File: config.mk
export PLATFORM = sky130hd
export DESIGN_NAME = input_conditioner
export DESIGN_NICKNAME = d
export VERILOG_FILES = /design/src/rtl/input_conditioner.sv
export SDC_FILE = /design/constraint.sdc
export NUM_CORES = 1
export LEC_CHECK = 0
export ABC_AREA = 1
export BUFFER_PORTS_ARGS = -buffer_cell sky130_fd_sc_hd__buf_2
export CAP_MARGIN = 20
export CORE_MARGIN = 3
export CORE_UTILIZATION = 50
export DETAILED_ROUTE_END_ITERATION = 12
export HOLD_SLACK_MARGIN = 0.15
export PLACE_DENSITY = 0.66
export SYNTH_ARGS = -nofsm -noshare
export SYNTH_HDL_FRONTEND = slang
export SYNTH_SLANG_ARGS = --single-unit
export TNS_END_PERCENT = 100
File: constraint.sdc
create_clock -name clk -period 2.2 [get_ports clk]
set_input_delay 0.22 -clock clk [delete_from_list [all_inputs] [get_ports clk]]
set_output_delay 0.22 -clock clk [all_outputs]
set_load 0.01 [all_outputs]
File: src/rtl/input_conditioner.sv
// -----------------------------------------------------------------------------
// input_conditioner
//
// Purpose:
//   Conditions the raw board inputs (10 switches, 4 push buttons) for the
//   MMIO read path. Every bit passes through a 2-flop synchronizer and a
//   consecutive-cycle debounce filter. Each button also has a sticky
//   press-event flag that software clears through a masked clear strobe.
//
// Ports:
//   clk           in   1   free-running system clock (ignores core clk_en)
//   async_rst     in   1   asynchronous, active-low reset of every flop
//   raw_switches  in  10   unsynchronized switch pins
//   raw_buttons   in   4   unsynchronized push-button pins, active-high
//   clr_valid     in   1   one-cycle clear strobe from the MMIO write decode
//   clr_mask      in   4   bit i=1 clears press_event[i] when clr_valid=1
//   switches      out 10   debounced switch levels
//   buttons       out  4   debounced button levels
//   press_event   out  4   sticky flag per button, set on a debounced 0->1
// -----------------------------------------------------------------------------
module input_conditioner #(
    parameter int DEBOUNCE_CYCLES = 50000
) (
    input  logic       clk,
    input  logic       async_rst,
    input  logic [9:0] raw_switches,
    input  logic [3:0] raw_buttons,
    input  logic       clr_valid,
    input  logic [3:0] clr_mask,
    output logic [9:0] switches,
    output logic [3:0] buttons,
    output logic [3:0] press_event
);

    localparam int             NB      = 14;
    localparam int             CW      = $clog2(DEBOUNCE_CYCLES) + 1;
    localparam logic [CW-1:0]  CNT_MAX = CW'(DEBOUNCE_CYCLES - 1);

    // Buttons occupy the top four bits so the press logic can slice them off.
    logic [NB-1:0] w_raw;
    logic [NB-1:0] r_s0;
    logic [NB-1:0] r_s1;
    logic [NB-1:0] r_stable;
    logic [NB-1:0] w_stable_nxt;
    logic [CW-1:0] r_cnt     [NB];
    logic [CW-1:0] w_cnt_nxt [NB];
    logic [3:0]    r_press;
    logic [3:0]    w_press_nxt;
    logic [3:0]    w_rise;
    logic [3:0]    w_clr;

    assign w_raw = {raw_buttons, raw_switches};

    // Debounce rule: any agreement between s1 and the stable value restarts
    // the count; only DEBOUNCE_CYCLES consecutive disagreements flip it.
    always_comb begin
        // NOTE: every variable driven here gets a default first, so no path
        // through the block leaves one unassigned and a latch is never inferred.
        w_stable_nxt = r_stable;
        for (int i = 0; i < NB; i++) begin
            w_cnt_nxt[i] = '0;
            if (r_s1[i] != r_stable[i]) begin
                if (r_cnt[i] == CNT_MAX) begin
                    w_stable_nxt[i] = r_s1[i];
                end else begin
                    w_cnt_nxt[i] = r_cnt[i] + CW'(1);
                end
            end
        end
    end

    // The rise is taken from the next-state value so the flag sets on the
    // same edge the debounced button goes high. Set is ORed in after the
    // clear, which makes a simultaneous set win.
    always_comb begin
        w_rise      = w_stable_nxt[NB-1 -: 4] & ~r_stable[NB-1 -: 4];
        w_clr       = clr_valid ? clr_mask : 4'b0000;
        w_press_nxt = (r_press & ~w_clr) | w_rise;
    end

    always_ff @(posedge clk or negedge async_rst) begin
        if (!async_rst) begin
            r_s0     <= '0;
            r_s1     <= '0;
            r_stable <= '0;
            r_press  <= '0;
            // NOTE: the counter array is ordinary flops, not RAM, so it is
            // cleared with the rest; a reset therefore discards partial counts.
            for (int i = 0; i < NB; i++) begin
                r_cnt[i] <= '0;
            end
        end else begin
            // NOTE: non-blocking assignments make s1 take the old s0, giving a
            // true two-stage synchronizer rather than a single flop.
            r_s0     <= w_raw;
            r_s1     <= r_s0;
            r_stable <= w_stable_nxt;
            r_press  <= w_press_nxt;
            for (int i = 0; i < NB; i++) begin
                r_cnt[i] <= w_cnt_nxt[i];
            end
        end
    end

    assign switches    = r_stable[9:0];
    assign buttons     = r_stable[NB-1 -: 4];
    assign press_event = r_press;

endmodule

# After elaboration in Yosys (flattened, before gate mapping)
# Cells that the tools add are included.
totals:
  wordCells: 122
  ram_bits: 0
  latch_bits: 0
  reg_bits: 284
  rom_bits: 0
  mem_count: 0
  input_bits: 21
classes:
  n_bitwise: 5
  shifts: 0
  add_sub_neg: 14
  mul: 0
  n_mux: 37
  n_eq_ne: 28
  div: 0
  n_reduce_logical: 10
  n_lt_le_gt_ge: 0
ops:
  columns: ["operator", "n"]
  rows:
  - ["two-way mux 17 bit", 28]
  - ["adder 17 x 1 -> 17 bit, second input constant", 14]
  - ["== test 17 x 16 -> 1 bit, second input constant", 14]
  - ["AND reduction 2 bit", 10]
  - ["inequality test 1 bit", 14]
  - ["bitwise AND 4 bit", 2]
  - ["two-way mux 1 bit", 8]
  - ["NOT 4 bit", 2]
  - ["two-way mux 4 bit", 1]
  - ["bitwise OR 4 bit", 1]

# Depth between registers and ports, before layout
# Gate-level depths: netlist (run 1).
depth:
  depth_word: 5
  depth_mapped: 9
  depth_no_buf: 9

# Least setup slack after synthesis (run 1)
# No wires, ideal clock.
synth_path:
  path_kind: "reg2reg"
  start: "register r_cnt[102] in the netlist's numbering"
  end: "register r_cnt[114] in the netlist's numbering"
  setup_ns: 0.114
  t_arrival_ns: 1.242
  setup_slack_ns: 0.843
  path_stages_with_launch: 9
  period_less_slack_ns: 1.357
  n_path_buf: 0
  cell_sequence: "dfrtp_1 -> ha_1 -> nand2_2 -> nor2_2 -> nand2_2 -> nor2_2 -> or2_2 -> inv_1 -> nor2_1"
synth_lines:
  columns: ["item", "line_no", "text"]
  rows:
  - ["start, declared", "45", "logic [CW-1:0] r_cnt [NB];"]
  - ["start signal, assigned by index", "100", "r_cnt[i] <= w_cnt_nxt[i];"]

==> results of run 1 <==
## Yosys cell counts
library cell  number
xnor2_1           13
inv_1            227
o21ai_0           28
or2_2              7
nor2_2            40
nand3b_1           1
nor3b_1           13
a31oi_1            1
ha_1              14
nor2_4            13
or2_1              6
dfrtp_1          284
a21o_1             1
inv_2             14
nor3_1            27
nand3_1          147
a21oi_1           37
nand2_1          341
nand4_1           32
nand2_4            2
nor3_2             1
nand3_2           16
a211oi_1           3
nand2_2           47
nor2_1           462
nor3b_2            1
xor2_2             4
o21ai_1            8
xor2_1            99
## cells in the final DEF, fill, tap and decap left out, drive strengths merged, types with 28 or more instances in the layout
cell type	instances
o21ai	36
inv	242
dfrtp	284
clkbuf	46
nor3	28
nand2	390
nand3	163
xor2	103
buf	44
nand4	32
nor2	515
a21oi	37
## power breakdown
part / switching [W] / internal, W / total (W)
clock: 0.00216 / 0.00361 / 0.00576
sequential: 0.0000652 / 0.00531 / 0.00538
combinational: 0.000260 / 0.000132 / 0.000392
total: 0.00248 / 0.00905 / 0.0115
## area by class of cell
| class | instances | area (µm²) | area share |
|---|---|---|---|
| flip-flops and latches | 284 | 7107 | 0.4184 |
| clock buffers | 46 | 1020 | 0.06004 |
| inverters | 241 | 904.6 | 0.05326 |
| clock inverters | 14 | 156.4 | 0.009209 |
| well taps | 384 | 480.5 | 0.02829 |
| repair buffers | 67 | 525.5 | 0.03094 |
| multi-input cells | 1364 | 6790 | 0.3998 |
## metrics by stage
step | utilization | setup WS (ns) | power [W] | instance area (µm²)
detailed placement | 0.5384 | 0.7609 | 0.005845 | 15580
global placement | 0.5384 | 0.7902 | 0.005833 | 15580
finish | 0.5870 | 0.7436 | 0.01153 | 16980
global route | 0.5870 | 0.6082 | 0.01201 | 16980
CTS | 0.5870 | 0.7426 | 0.01173 | 16980
floorplan | - | 0.8435 | 0.005633 | 14800
## registers in the layout, summed over array words and instances (netlist names)
| register | cells |
|---|---|
| press_event | 4 |
| r_s1 | 14 |
| r_s0 | 14 |
| r_stable | 14 |
| r_cnt | 238 |
## final timing paths
kind | endpoint | slack [ns] | start
max | r_cnt[114]$_DFF_PN0_ | 0.74 | r_cnt[102]$_DFF_PN0_
min | r_cnt[215]$_DFF_PN0_ | 0.23 | async_rst
max reg2reg | r_cnt[114]$_DFF_PN0_ | 0.74 | r_cnt[102]$_DFF_PN0_
min reg2reg | r_s1[3]$_DFF_PN0_ | 0.35 | r_s0[3]$_DFF_PN0_
max in group asynchronous | r_cnt[8]$_DFF_PN0_ | 1.28 | async_rst
min in group clk | r_s1[3]$_DFF_PN0_ | 0.35 | r_s0[3]$_DFF_PN0_
## critical path: cells and delay by family (launching register included)
| kind | cells | cell delay, ns |
|---|---|---|
| buffers and inverters | 1 | 0.06 |
| flip-flops | 1 | 0.42 |
| adder cells (fa/ha/maj) | 1 | 0.25 |
| AND/OR/NAND/NOR | 6 | 0.64 |
## kinds of logic after synthesis
logic type | after synthesis | synth area share
adders and majority gates | 14 | 0.01183
xor gates and xnor gates | 116 | 0.07067
and+or+nand+nor | 1156 | 0.3491
DFF | 284 | 0.4801
buffers and inverters | 241 | 0.06112
AOI/OAI and AO/OA | 78 | 0.02713
## per-layer routing
layer | up-vias | GRT usage
met1 | 5467 | 0.2622
met3 | 39 | 0.02874
met5 | - | 0
met2 | 161 | 0.3160
met4 | 0 | 0.05366
li1 | 6089 | -
==> flow_summary.yaml, run 1 <==
status:
  status: "completed"
place:
  placedCellCount: 2317
  place_congestion: 0.9085
  portBuffers: 38
  hpwl_um: 20710
worst_setup_path:
  reg2reg_depth: 8
  path_max_fanout: 4
  critPathLaunchType: "register"
  required_ns: 2.59
  critical_path_class: "reg -> reg"
  crit_arrival_ns: 1.85
  endpoint_kind: "register"
  critical_path.max_stage_delay_ns: 0.42
  crit_chain: "ha_1, nand2_2, nor2_2, nand2_2, nor2_2, or2_2, inv_1, nor2_1"
  crit_slowest_cell: "dfrtp_1"
layout:
  nFillCells: 2611
  area_growth_pct: 14.74
  insertedDiodeCount: 0
  final_cells: 2400
  layout.nets: 2027
  drive_gt1_frac: 0.1220
detailed_routing:
  drtPass1Iterations: 5
  route.layer.met1.wl_um: 14100
  vias_per_cell: 4.898
  drtIter0Drc: 581
  drtAntennaViolNets: 0
  wirelength_um: 29280
  top_layer: "met4"
  drc: 0
  wire_per_inst_um: 12.20
  dr_wl_met2_um: 13720
  dr_total_vias: 11760
  dr_wl_met3_um: 930
clocking:
  cts_buffer_depth: 3
  htree_levels: 2
  clk-insertion-delay-late_ns: 0.50
  clock-sinks: 284
  cts-root-buf: "clkbuf_16"
  cts_buffers: 34
  cts_tree: "done"
  cts_resized: 0
  holdBufCountCts: 23
  post_cts_buffers: 0
  cts.clk_slew.worst_paths_ns: 0.06
pwr:
  power_leakage_nw: 7.469
  p_per_area_mw_per_mm2: 679.0
  vdd_drop_max_uv: 598.2
global_route:
  antenna_found_initial: 0
  gr-total-overflow: 0
  grt_first_pass_wirelength_um: 51740
  grt_pass1_vias: 11530
  grt_max_degree: 65
  grt_usage: 0.1909
yosys:
  syn_avg_cell_area_um2: 7.836
  synth_seq_cells: 284
  syn_nets: 1924
  ys_seq_area_frac: 0.4801
  ys_types: 29
  synthCells: 1889
  syn_area_mm2: 0.01480
  yosysTopAreaCell: "dfrtp_1"
  yosysWarningCount: 0
  synth_area_leaders: "dfrtp_1 48%, nor2_1 12%, nand2_1 8.6%"
  synth_top_area_share: 0.4801
sta:
  holdWs_ns: 0.2266
  fmax_mhz: 686.6
  setup_violations: 0
  finClkSkew_ns: 0.008112
  slew_viol_final: 0
  relSlewSlack: 0.6924
  fin_crit_ns: 1.456
  setup_tns_ns: 0
  max_slew.worst_pin.slew_ns: 0.4598
  fin_crit_sh: 0.6620
  rsz0062_at_grt: "no"
  hold_viol: 0
worst_hold_path:
  hold_path.class: "in -> async"
die:
  io_pins: 39
  coreArea_mm2: 0.02894
  rows: 62
  fp.dieH_um: 178.1
  dieArea_mm2: 0.03170
  fp.dieW_um: 178.1
  start_util: 0.5115
flow_run:
  drv_cap: 0
(Power assumes the default switching activity.)
==> run 2: changes to the inputs <==
--- a/config.mk
+++ b/config.mk
@@ -12,7 +12,7 @@
 export CORE_UTILIZATION = 50
 export DETAILED_ROUTE_END_ITERATION = 12
 export HOLD_SLACK_MARGIN = 0.15
-export PLACE_DENSITY = 0.66
+export PLACE_DENSITY = 0.69
 export SYNTH_ARGS = -nofsm -noshare
 export SYNTH_HDL_FRONTEND = slang
 export SYNTH_SLANG_ARGS = --single-unit
==> constraint.sdc (replaced) <==
create_clock -name clk -period 1.3 [get_ports clk]
set_input_delay 0.13 -clock clk [delete_from_list [all_inputs] [get_ports clk]]
set_output_delay 0.13 -clock clk [all_outputs]
set_load 0.01 [all_outputs]
==> flow_summary.yaml, run 2 (synthesized netlist as in run 1, its figures left out) <==
worst_setup_path:
  critPathLaunchType: "register"
  crit_arrival_ns: 1.75
  endpoint_kind: "register"
  critical_path_class: "reg -> reg"
  path_max_fanout: 4
  required_ns: 1.71
pwr:
  p_sw_frac: 0.2267
  total_power_w: 0.01973
  p_int_w: 0.01526
  clock_power_share: 0.487
  comb_power_share: 0.049
  vdd_drop_max_uv: 960.5
  power_leakage_nw: 8.498
  seqPwrFrac: 0.464
  p_per_area_mw_per_mm2: 1017
  power_switching_w: 0.004474
sta:
  finClkSkew_ns: 0.02391
  fmax_mhz: 746.1
  rsz0062_at_grt: "yes"
  relSlewSlack: 0.7733
  fin_crit_sh: 1.031
  holdWs_ns: 0.2577
  fin_crit_ns: 1.340
  setup_slack_ns: -0.04037
  slew_viol_final: 0
  max_slew.worst_pin.slew_ns: 0.3398
  setup_violations: 29
  hold_viol: 0
clocking:
  clock-sinks: 284
  cts_buffer_depth: 3
  cts_buffers: 34
  cts_tree: "done"
  cts.clk_slew.worst_paths_ns: 0.06
  clk-insertion-delay-late_ns: 0.52
  cts-root-buf: "clkbuf_16"
  htree_levels: 2
global_route:
  grt_usage: 0.2007
  grt_max_degree: 57
  grt_first_pass_wirelength_um: 54280
  antenna_found_initial: 0
  gr-total-overflow: 0
  grt_pass1_vias: 12070
layout:
  layout.nets: 2156
  finish.utilization: 0.6708
  insertedDiodeCount: 0
  largest_register: "r_cnt"
  area_growth_pct: 31.13
  nFillCells: 2264
  mostFrequentLayoutCells: "389 x nor2_1, 306 x nand2_1, 261 x dfrtp_1"
  drive_gt1_frac: 0.2795
  largest_reg_flops: 238
  final_common_cell: "nor2_1"
place:
  portBuffers: 38
  place_congestion: 0.8942
  hpwl_um: 21580
die:
  fp.dieW_um: 178.1
  fp.dieH_um: 178.1
  rows: 62
  start_util: 0.5115
  dieArea_mm2: 0.03170
  io_pins: 39
  coreArea_mm2: 0.02894
flow_run:
  drv_cap: 0
status:
  violations: "negative setup slack"
  status: "finished with violations"
detailed_routing:
  drtIter0Drc: 761
  dr_total_vias: 12850
  drtPass1Iterations: 7
  wire_per_inst_um: 13.37
  drc: 0
  wirelength_um: 33830
  vias_per_cell: 5.078
  drtAntennaViolNets: 0
worst_hold_path:
  hold_path.class: "in -> reg"
-- run 2: changes by cell type in the layout (fill, tap and decap cells not counted), sizes merged --
cell and change:
buf +128, clkbuf +1, clkinv +1, clkinvlp -3, dlygate4sd3 +1, inv +3
-- run 2: layout make-up --
class | instances | area, µm² | area share
clock buffer | 47 | 969.7 | 0.04996
clock inverter | 15 | 176.4 | 0.009089
inverter | 241 | 907.1 | 0.04673
multi-input combinational | 1364 | 8193 | 0.4221
sequential | 284 | 7136 | 0.3676
tap | 384 | 480.5 | 0.02475
timing repair buffer | 196 | 1548 | 0.07974
-- run 2: metal layers --
metal	share of wire	track usage
met5	0	0
met4	0.018	0.04777
met3	0.040	0.02937
met2	0.50	0.3401
met1	0.44	0.2735
-- run 2: timing repair --
item,in CTS,in global routing
cloned,0,0
gates resized for setup,72,305
pin swaps,31,92
setup buffers,6,39
hold buffers,24,0
hold endpoints to repair,302,0
setup endpoints to repair,91,214
-- run 2: power groups by stage --
stage	clock network (W)	logic, W	registers [W]
after CTS	0.00988	0.000845	0.00910
final	0.00962	0.000960	0.00915
after detailed placement	0	0.000745	0.00925
after global placement	0	0.000729	0.00924
after global routing	0.0102	0.00108	0.00917
after floorplan	0	0.000298	0.00924
-- run 2: per-stage QoR --
step | TNS (ns) | std cells | setup WS (ns) | instance area (µm²)
floorplan | -0.006567 | 1889 | -0.006567 | 14810
global placement | -0.1621 | 2402 | -0.02158 | 16250
detailed placement | -1.370 | 2402 | -0.07942 | 16250
CTS | -0.08468 | 2493 | -0.02839 | 17940
global route | -7.955 | 2531 | -0.1490 | 19410
finish | -0.4962 | 2531 | -0.04037 | 19410
-- run 2: worst max-delay path: stages, from the launching register on --
cell and delay, ns:
dfrtp_1 0.40, ha_4 0.17, nand2_4 0.07, nor2_4 0.16, nand2_4 0.10, buf_6 0.14, xor2_1 0.14, nor2_1 0.05
-- run 2: worst paths after layout --
path,startpoint,end,slack (ns),depth (start not counted)
max in group asynchronous,async_rst,r_cnt[10]$_DFF_PN0_,0.08,4
hold reg to reg,r_s0[12]$_DFF_PN0_,r_s1[12]$_DFF_PN0_,0.34,0
setup / recovery,r_cnt[34]$_DFF_PN0_,r_cnt[42]$_DFF_PN0_,-0.04,7
setup reg to reg,r_cnt[34]$_DFF_PN0_,r_cnt[42]$_DFF_PN0_,-0.04,7
min in group asynchronous,async_rst,r_cnt[99]$_DFF_PN0_,0.61,3
hold / removal,raw_switches[8],r_s0[8]$_DFF_PN0_,0.26,2
